[src/rtl/fpf_pkg.sv]
// Shared constants and bit-layout helpers for the flattened-priority request stage.
// Aging logic in the top is enabled by defining FPF_AGING_EN.
package fpf_pkg;

    localparam int FPF_N         = 24;
    localparam int FPF_P         = 8;
    localparam int FPF_AGE_W     = 4;
    localparam int FPF_AGE_LIMIT = 12;

    function automatic int clog2_min1(input int v);
        return (v <= 2) ? 1 : $clog2(v);
    endfunction

    // Priority vector is requester-major.
    function automatic int prio_idx(input int i, input int j, input int p);
        return i * p + j;
    endfunction

    // Permit vector is level-major.
    function automatic int permit_idx(input int i, input int j, input int n);
        return j * n + i;
    endfunction

endpackage

[src/rtl/fpf_prio_encode.sv]
// Highest-set-bit encoder: P-bit match vector to level index plus hit flag.
module fpf_prio_encode #(
    parameter int P     = 8,
    parameter int LVL_W = 3
) (
    input  logic [P-1:0]     vec_i,
    output logic [LVL_W-1:0] lvl_o,
    output logic             hit_o
);

    always_comb begin
        lvl_o = '0;
        hit_o = |vec_i;
        for (int j = 0; j < P; j++) begin
            if (vec_i[j]) lvl_o = LVL_W'(j);
        end
    end

endmodule

[src/rtl/fpf_request_stage.sv]
// Registered flattened-priority request evaluator with valid/ready output.
// Define FPF_AGING_EN to enable grant-feedback starvation promotion.
module fpf_request_stage
    import fpf_pkg::*;
#(
    parameter int N         = FPF_N,
    parameter int P         = FPF_P,
    parameter int AGE_W     = FPF_AGE_W,
    parameter int AGE_LIMIT = FPF_AGE_LIMIT,
    localparam int LVL_W    = clog2_min1(P)
) (
    input  logic               clk,
    input  logic               rst_n,
    input  logic               i_valid,
    output logic               o_ready,
    input  logic [N*P-1:0]     i_priority,
    input  logic [N*P-1:0]     i_p_r,
    input  logic               i_grant_valid,
    input  logic [N-1:0]       i_grant,
    output logic               o_valid,
    input  logic               i_ready,
    output logic [N-1:0]       o_request,
    output logic [N*LVL_W-1:0] o_level,
    output logic               o_any
);

    localparam logic [LVL_W-1:0] TOP_LVL = LVL_W'(P - 1);
    localparam logic [AGE_W-1:0] LIMIT   = AGE_W'(AGE_LIMIT);

    logic               valid_q;
    logic [N-1:0]       req_q, req_d;
    logic [N*LVL_W-1:0] lvl_q, lvl_d;
    logic               load;
    logic               accept;

    assign o_ready = !valid_q || i_ready;
    assign load    = i_valid && o_ready;
    assign accept  = valid_q && i_ready;

`ifdef FPF_AGING_EN
    // Request pattern of the beat most recently taken downstream.
    logic [N-1:0] fb_req_q;
    logic         seen_q;
    logic         fb_upd;

    assign fb_upd = i_grant_valid && seen_q;

    always_ff @(posedge clk or negedge rst_n) begin
        if (!rst_n) begin
            fb_req_q <= '0;
            seen_q   <= 1'b0;
        end else if (accept) begin
            fb_req_q <= req_q;
            seen_q   <= 1'b1;
        end
    end
`else
    logic unused_fb;
    assign unused_fb = ^{i_grant_valid, i_grant, accept, LIMIT};
`endif

    for (genvar i = 0; i < N; i++) begin : g_req
        logic [P-1:0]     match;
        logic [LVL_W-1:0] raw_lvl;
        logic             promote;

        for (genvar j = 0; j < P; j++) begin : g_lvl
            assign match[j] = i_priority[prio_idx(i, j, P)]
                            & i_p_r[permit_idx(i, j, N)];
        end

        fpf_prio_encode #(
            .P     (P),
            .LVL_W (LVL_W)
        ) u_enc (
            .vec_i (match),
            .lvl_o (raw_lvl),
            .hit_o (req_d[i])
        );

`ifdef FPF_AGING_EN
        logic [AGE_W-1:0] age_q;

        always_ff @(posedge clk or negedge rst_n) begin
            if (!rst_n) begin
                age_q <= '0;
            end else if (fb_upd) begin
                if (fb_req_q[i] && !i_grant[i])
                    age_q <= (age_q == LIMIT) ? age_q : age_q + AGE_W'(1);
                else
                    age_q <= '0;
            end
        end

        assign promote = req_d[i] && (age_q == LIMIT);
`else
        assign promote = 1'b0;
`endif

        assign lvl_d[i*LVL_W +: LVL_W] = promote ? TOP_LVL : raw_lvl;
    end

    always_ff @(posedge clk or negedge rst_n) begin
        if (!rst_n) begin
            valid_q <= 1'b0;
            req_q   <= '0;
            lvl_q   <= '0;
        end else if (o_ready) begin
            valid_q <= i_valid;
            if (load) begin
                req_q <= req_d;
                lvl_q <= lvl_d;
            end
        end
    end

    assign o_valid   = valid_q;
    assign o_request = req_q;
    assign o_level   = lvl_q;
    assign o_any     = |req_q;

endmodule

[config.mk]
export PLATFORM = sky130hd
export DESIGN_NAME = fpf_request_stage
export DESIGN_NICKNAME = d
export VERILOG_FILES = /design/src/rtl/fpf_pkg.sv /design/src/rtl/fpf_prio_encode.sv /design/src/rtl/fpf_request_stage.sv
export SDC_FILE = /design/constraint.sdc
export NUM_CORES = 1
export LEC_CHECK = 0
export ABC_AREA = 1
export CAP_MARGIN = 0
export CORE_AREA = 2 2 198 200
export CTS_BUF_LIST = sky130_fd_sc_hd__clkbuf_16
export DETAILED_ROUTE_END_ITERATION = 16
export DIE_AREA = 0 0 200 202
export SYNTH_ARGS = -nofsm -noshare
export SYNTH_HDL_FRONTEND = slang
export SYNTH_SLANG_ARGS = --single-unit
[constraint.sdc]
create_clock -name clk -period 1 [get_ports clk]
set_input_delay 0.25 -clock clk [delete_from_list [all_inputs] [get_ports clk]]
set_output_delay 0.25 -clock clk [all_outputs]
set_load 0.01 [all_outputs]
* Word level (Yosys, flattened, before mapping)
Cells that the tools add are included.
** Operators by class
- Muxes and demuxes :: 168
- Bitwise logic cells :: 192
- Reduce and logical (&&, ||, !) cells :: 29
** Operator list (number)
- 3-bit 2-to-1 mux :: 96
- 1-bit bitwise AND :: 192
- 8-bit OR reduction :: 24
- 2-bit 2-to-1 mux :: 48
- 1-bit 2-to-1 mux :: 24
- 24-bit OR reduction :: 1
- 2-bit AND reduction :: 1
- 1-bit logical AND :: 1
- 1-bit zero test :: 1
- 1-bit logical OR :: 1
** Storage, ports and cells
- Register bits after elaboration :: 97

* Longest topological paths before layout
- Depth in word-level cells :: 8
- Gate-level depth with buffers :: 8
- Depth with buffers taken out :: 8

* By module
A second synthesis with hierarchy kept.
** Second synthesis, totals
- Cell total of the unflattened synthesis :: 1306
- Area, all modules :: 7218.2 um2
** By module, submodules not included
- fpf_request_stage :: instances 1, cells each 826, area each 5356.4 um2
- fpf_prio_encode :: instances 24, cells each 20, area each 77.6 um2

* Worst setup path after synthesis
No wires, ideal clock.
- Path type :: reg2reg
- Start :: register valid_q, in the netlist o_valid
- End :: register lvl_q[49], in the netlist o_level[49]
- Data arrival time :: 1.064 ns
- Required time :: 0.865 ns
- Setup slack :: -0.199 ns
- Stages on the path, launching flop included :: 6
- Buffers on the path :: 1
- Path through :: dfrtp_1 > nand2_2 > nand2_4 > buf_2 > a21oi_1 > a31oi_1
** On the way
- Cells in the longest elaborated chain, start to end :: 4
** Ends and longest elaborated chain
- start: declaration :: RTL line fpf_request_stage.sv:30 : logic valid_q;
- start signal: assignment :: RTL line fpf_request_stage.sv:109 : valid_q <= i_valid;
- 1-bit zero test * :: RTL line fpf_request_stage.sv:36 : assign o_ready = !valid_q || i_ready;
- 1-bit logical OR * :: RTL line fpf_request_stage.sv:36
- via o_ready :: RTL line fpf_request_stage.sv:15 : output logic o_ready,
- 1-bit logical AND :: RTL line fpf_request_stage.sv:37 : assign load = i_valid && o_ready;
- 2-bit AND reduction (no source line) *
- end signal: assignment :: RTL line fpf_request_stage.sv:112 : lvl_q <= lvl_d;
- end: declaration :: RTL line fpf_request_stage.sv:32 : logic [N*LVL_W-1:0] lvl_q, lvl_d;
Mark *: on every way through the listed nets, which the timed path passes. The rest lies on a longest branch.
A chain may end at the register's enable or synchronous reset.

* Worst setup path in the final report
- Start :: register req_q[5], in the netlist o_request[5]
- End :: output o_any
** On the way
- Cells in the longest elaborated chain, start to end :: 1
** Ends and longest elaborated chain
- start: declaration :: RTL line fpf_request_stage.sv:31 : logic [N-1:0] req_q, req_d;
- start signal: assignment :: RTL line fpf_request_stage.sv:111 : req_q <= req_d;
- 24-bit OR reduction :: RTL line fpf_request_stage.sv:120 : assign o_any = |req_q;
- end: declaration :: RTL line fpf_request_stage.sv:24 : output logic o_any
No other way between the ends.

==> qor.csv <==
metric,value,unit
CP Cell Sequence,nor4_2 -> buf_4 -> nand4_1 -> buf_6,
ys async rst share,100.0,%
Buf/Inv on CP,2,
CTS H-tree lvls,3,
detailed-route wire length,33680,um
initial core utilization,14.90,%
WS Path Type,reg2out,
crit-path max cell delay,0.39,ns
Vias,8457,
DIE AREA,40400,um2
"Min Clock Period, post-route",1.729,ns
Worst Tran Pin Value,0.4251,ns
FP Rows,72,
layout cell share with drive strength beyond 1,37.29,%
first-pass detailed-route iteration total,4,
Synth top cells by count,"423 x nand2_1, 102 x nor2_1, 97 x dfrtp_1",
post-route setup TNS,-53.40,ns
drt wl/cell,15.96,um
vias in the first global route,8823,
Longest Clk Path Bufs,2,
Synth area leader,dfrtp_1,
Crit. Startpoint,o_request[5],
status,finished with violations,
cts bufs inserted,9,
Final Hold Fails,0,
failing checks,setup timing,
"top cells by area, synth","dfrtp_1 43%, nand2_1 28%, nor2_1 6.7%, a21oi_1 5.2%, nand3_1 3.1%",
R2R setup slack,-0.51,ns
skew final,0.007384,ns
"CP delay by family, top",simple AND/OR/NAND/NOR gates,
Yosys top cell area share,42.54,%
Crit. End Element,output port,
Synthesized Nets,1270,
startpoint class of the critical path,register,
RSZ-0062 raised after global routing,yes,
PwrDens,1118,nW/um2
max-slew violations,0,
critical path's slowest cell,dfrtp_1,
final setup margin,-0.7291,ns
HP Class,in2async,
Leak,6.966,nW
"EDFF count, synth",0,
first-pass GRT wire length,48920,um
WP data required,0.75,ns
Mapped Cells,857,
CP max FO,2,
Filler Cell Count,3845,
IO Pins,512,
Placer Congestion,0.8812,
yosys warns,0,
r2r endpoint,o_level[0],
Die H,202,um
antenna cells,0,
DRC,0,
HPWL after DPL,24040,um
clk_lat worst skew,0.35,ns
arrival time worst endpoint,1.48,ns
FMAX,0.5783,GHz
CTS tree,yes,
Hold Slack,0.3142,ns
total global routing overflow,0,
clk root buf,clkbuf_16,
largest net degree at the start of global routing,45,
Final #Nets,2002,
vias per cell,4.006,
"CTS clk-pin slew, worst paths",0.07,ns
Die W,200,um
area delta synth->final,169.7,%
Critical R2R Launch,o_valid,
ys flop type,dfrtp_1,
sequential fraction of the synthesis area,42.54,%
relative slew slack,71.49,%
antenna violations before repair,0,
clock sinks,97,
Post-Syn Area,5705,um2
mean post-synth cell area,6.657,um2
IO buf count,486,
DR iter-0 viols,173,
Total GRT Usage,16.17,%
final setup vio count,196,
Worst VDD drop,0.7616,mV
Yosys cell types,21,
post-route clock period utilization,172.9,%
Core ar.,38290,um2
worst r2r path cells,8,
Util after Layout,40.19,%
"flops & latches, synth",97,
max cap viols,0,
Final ANT Viol Nets,0,
most common cell in the synthesized netlist,nand2_1,
[power by group]
group / switching [mW] / internal (mW) / total (mW)
registers: 0.546 / 4.54 / 5.09
clock network: 1.63 / 1.92 / 3.55
logic: 3.44 / 5.12 / 8.56
total: 5.62 / 11.6 / 17.2
[kinds of logic after synthesis]
group | Yosys count | synth area share, %
and+or+nand+nor | 585 | 40.44
DFF | 97 | 42.54
buffers and inverters | 53 | 4.912
AOI/OAI and AO/OA | 122 | 12.11
[metrics by stage]
step	cell area, um2	std cells	power, mW	setup slack, ns
finish	15390	2111	17.20	-0.7291
global route	15390	2111	18.22	-0.8301
CTS	14630	2075	16.60	-0.7541
detailed placement	12310	1992	11.01	-0.8927
global placement	12310	1992	10.97	-0.9525
floorplan	5747	857	6.712	-0.1516
[flip-flops by register name, summed over array words and instances (netlist names)]
name,count
o_request,24
o_level,72
o_valid,1
[worst max-delay path by stage]
stage | endpoint | slack (ns) | cells after the start
after CTS | o_any | -0.75 | 4
after global routing | o_any | -0.83 | 5
after detailed placement | o_any | -0.89 | 3
after global placement | o_any | -0.95 | 3
after floorplan | o_level[42] | -0.15 | 7
final | o_any | -0.73 | 4
[per-layer routing]
| metal | routed length (um) | track usage (%) | vias to the layer above |
|---|---|---|---|
| li1 | - | - | 4237 |
| met1 | 13600 | 19.50 | 3873 |
| met2 | 17220 | 29.49 | 308 |
| met3 | 2087 | 2.536 | 39 |
| met4 | 775 | 4.339 | 0 |
| met5 | 0 | 0 | - |
[layout by cell type, fill, tap and decap left out, types with 10 or more instances in the layout]
cell type        synthesis  final
a21oi_2                 10     47
a21oi_4                  0     18
buf_12                   0     21
buf_16                   0     18
buf_4                    2    177
buf_6                    8    122
clkdlybuf4s50_1          0    385
dfrtp_1                 97     89
inv_1                   33     31
nand2_1                423    394
nand2_2                  1     11
nand2_4                  1     18
nand3_1                 35     25
nand3_2                  0     10
nand4_1                 11     11
nor2_1                 102     37
nor2_2                  10     19
nor2_4                   0     56
o21ai_2                  0     16
[timing repair]
item,4_1_cts,5_1_grt
setup buffers,47,54
cloned,22,0
pin swaps,41,26
endpoints found under the hold margin,10,0
endpoints found under the setup margin,196,196
hold buffers,1,0
gates resized for setup,785,165
[cell type report]
type / count / area (um2) / share of cell area (%)
Inverter: 34 / 135.1 / 0.8781
Tap cell: 518 / 648.1 / 4.212
Sequential cell: 97 / 2437 / 15.84
Clock buffer: 9 / 225.2 / 1.464
Timing Repair Buffer: 739 / 7621 / 49.52
Clock inverter: 6 / 61.31 / 0.3984
Multi-Input combinational cell: 708 / 4260 / 27.69
No activity file was read; power rests on OpenSTA's default activity.
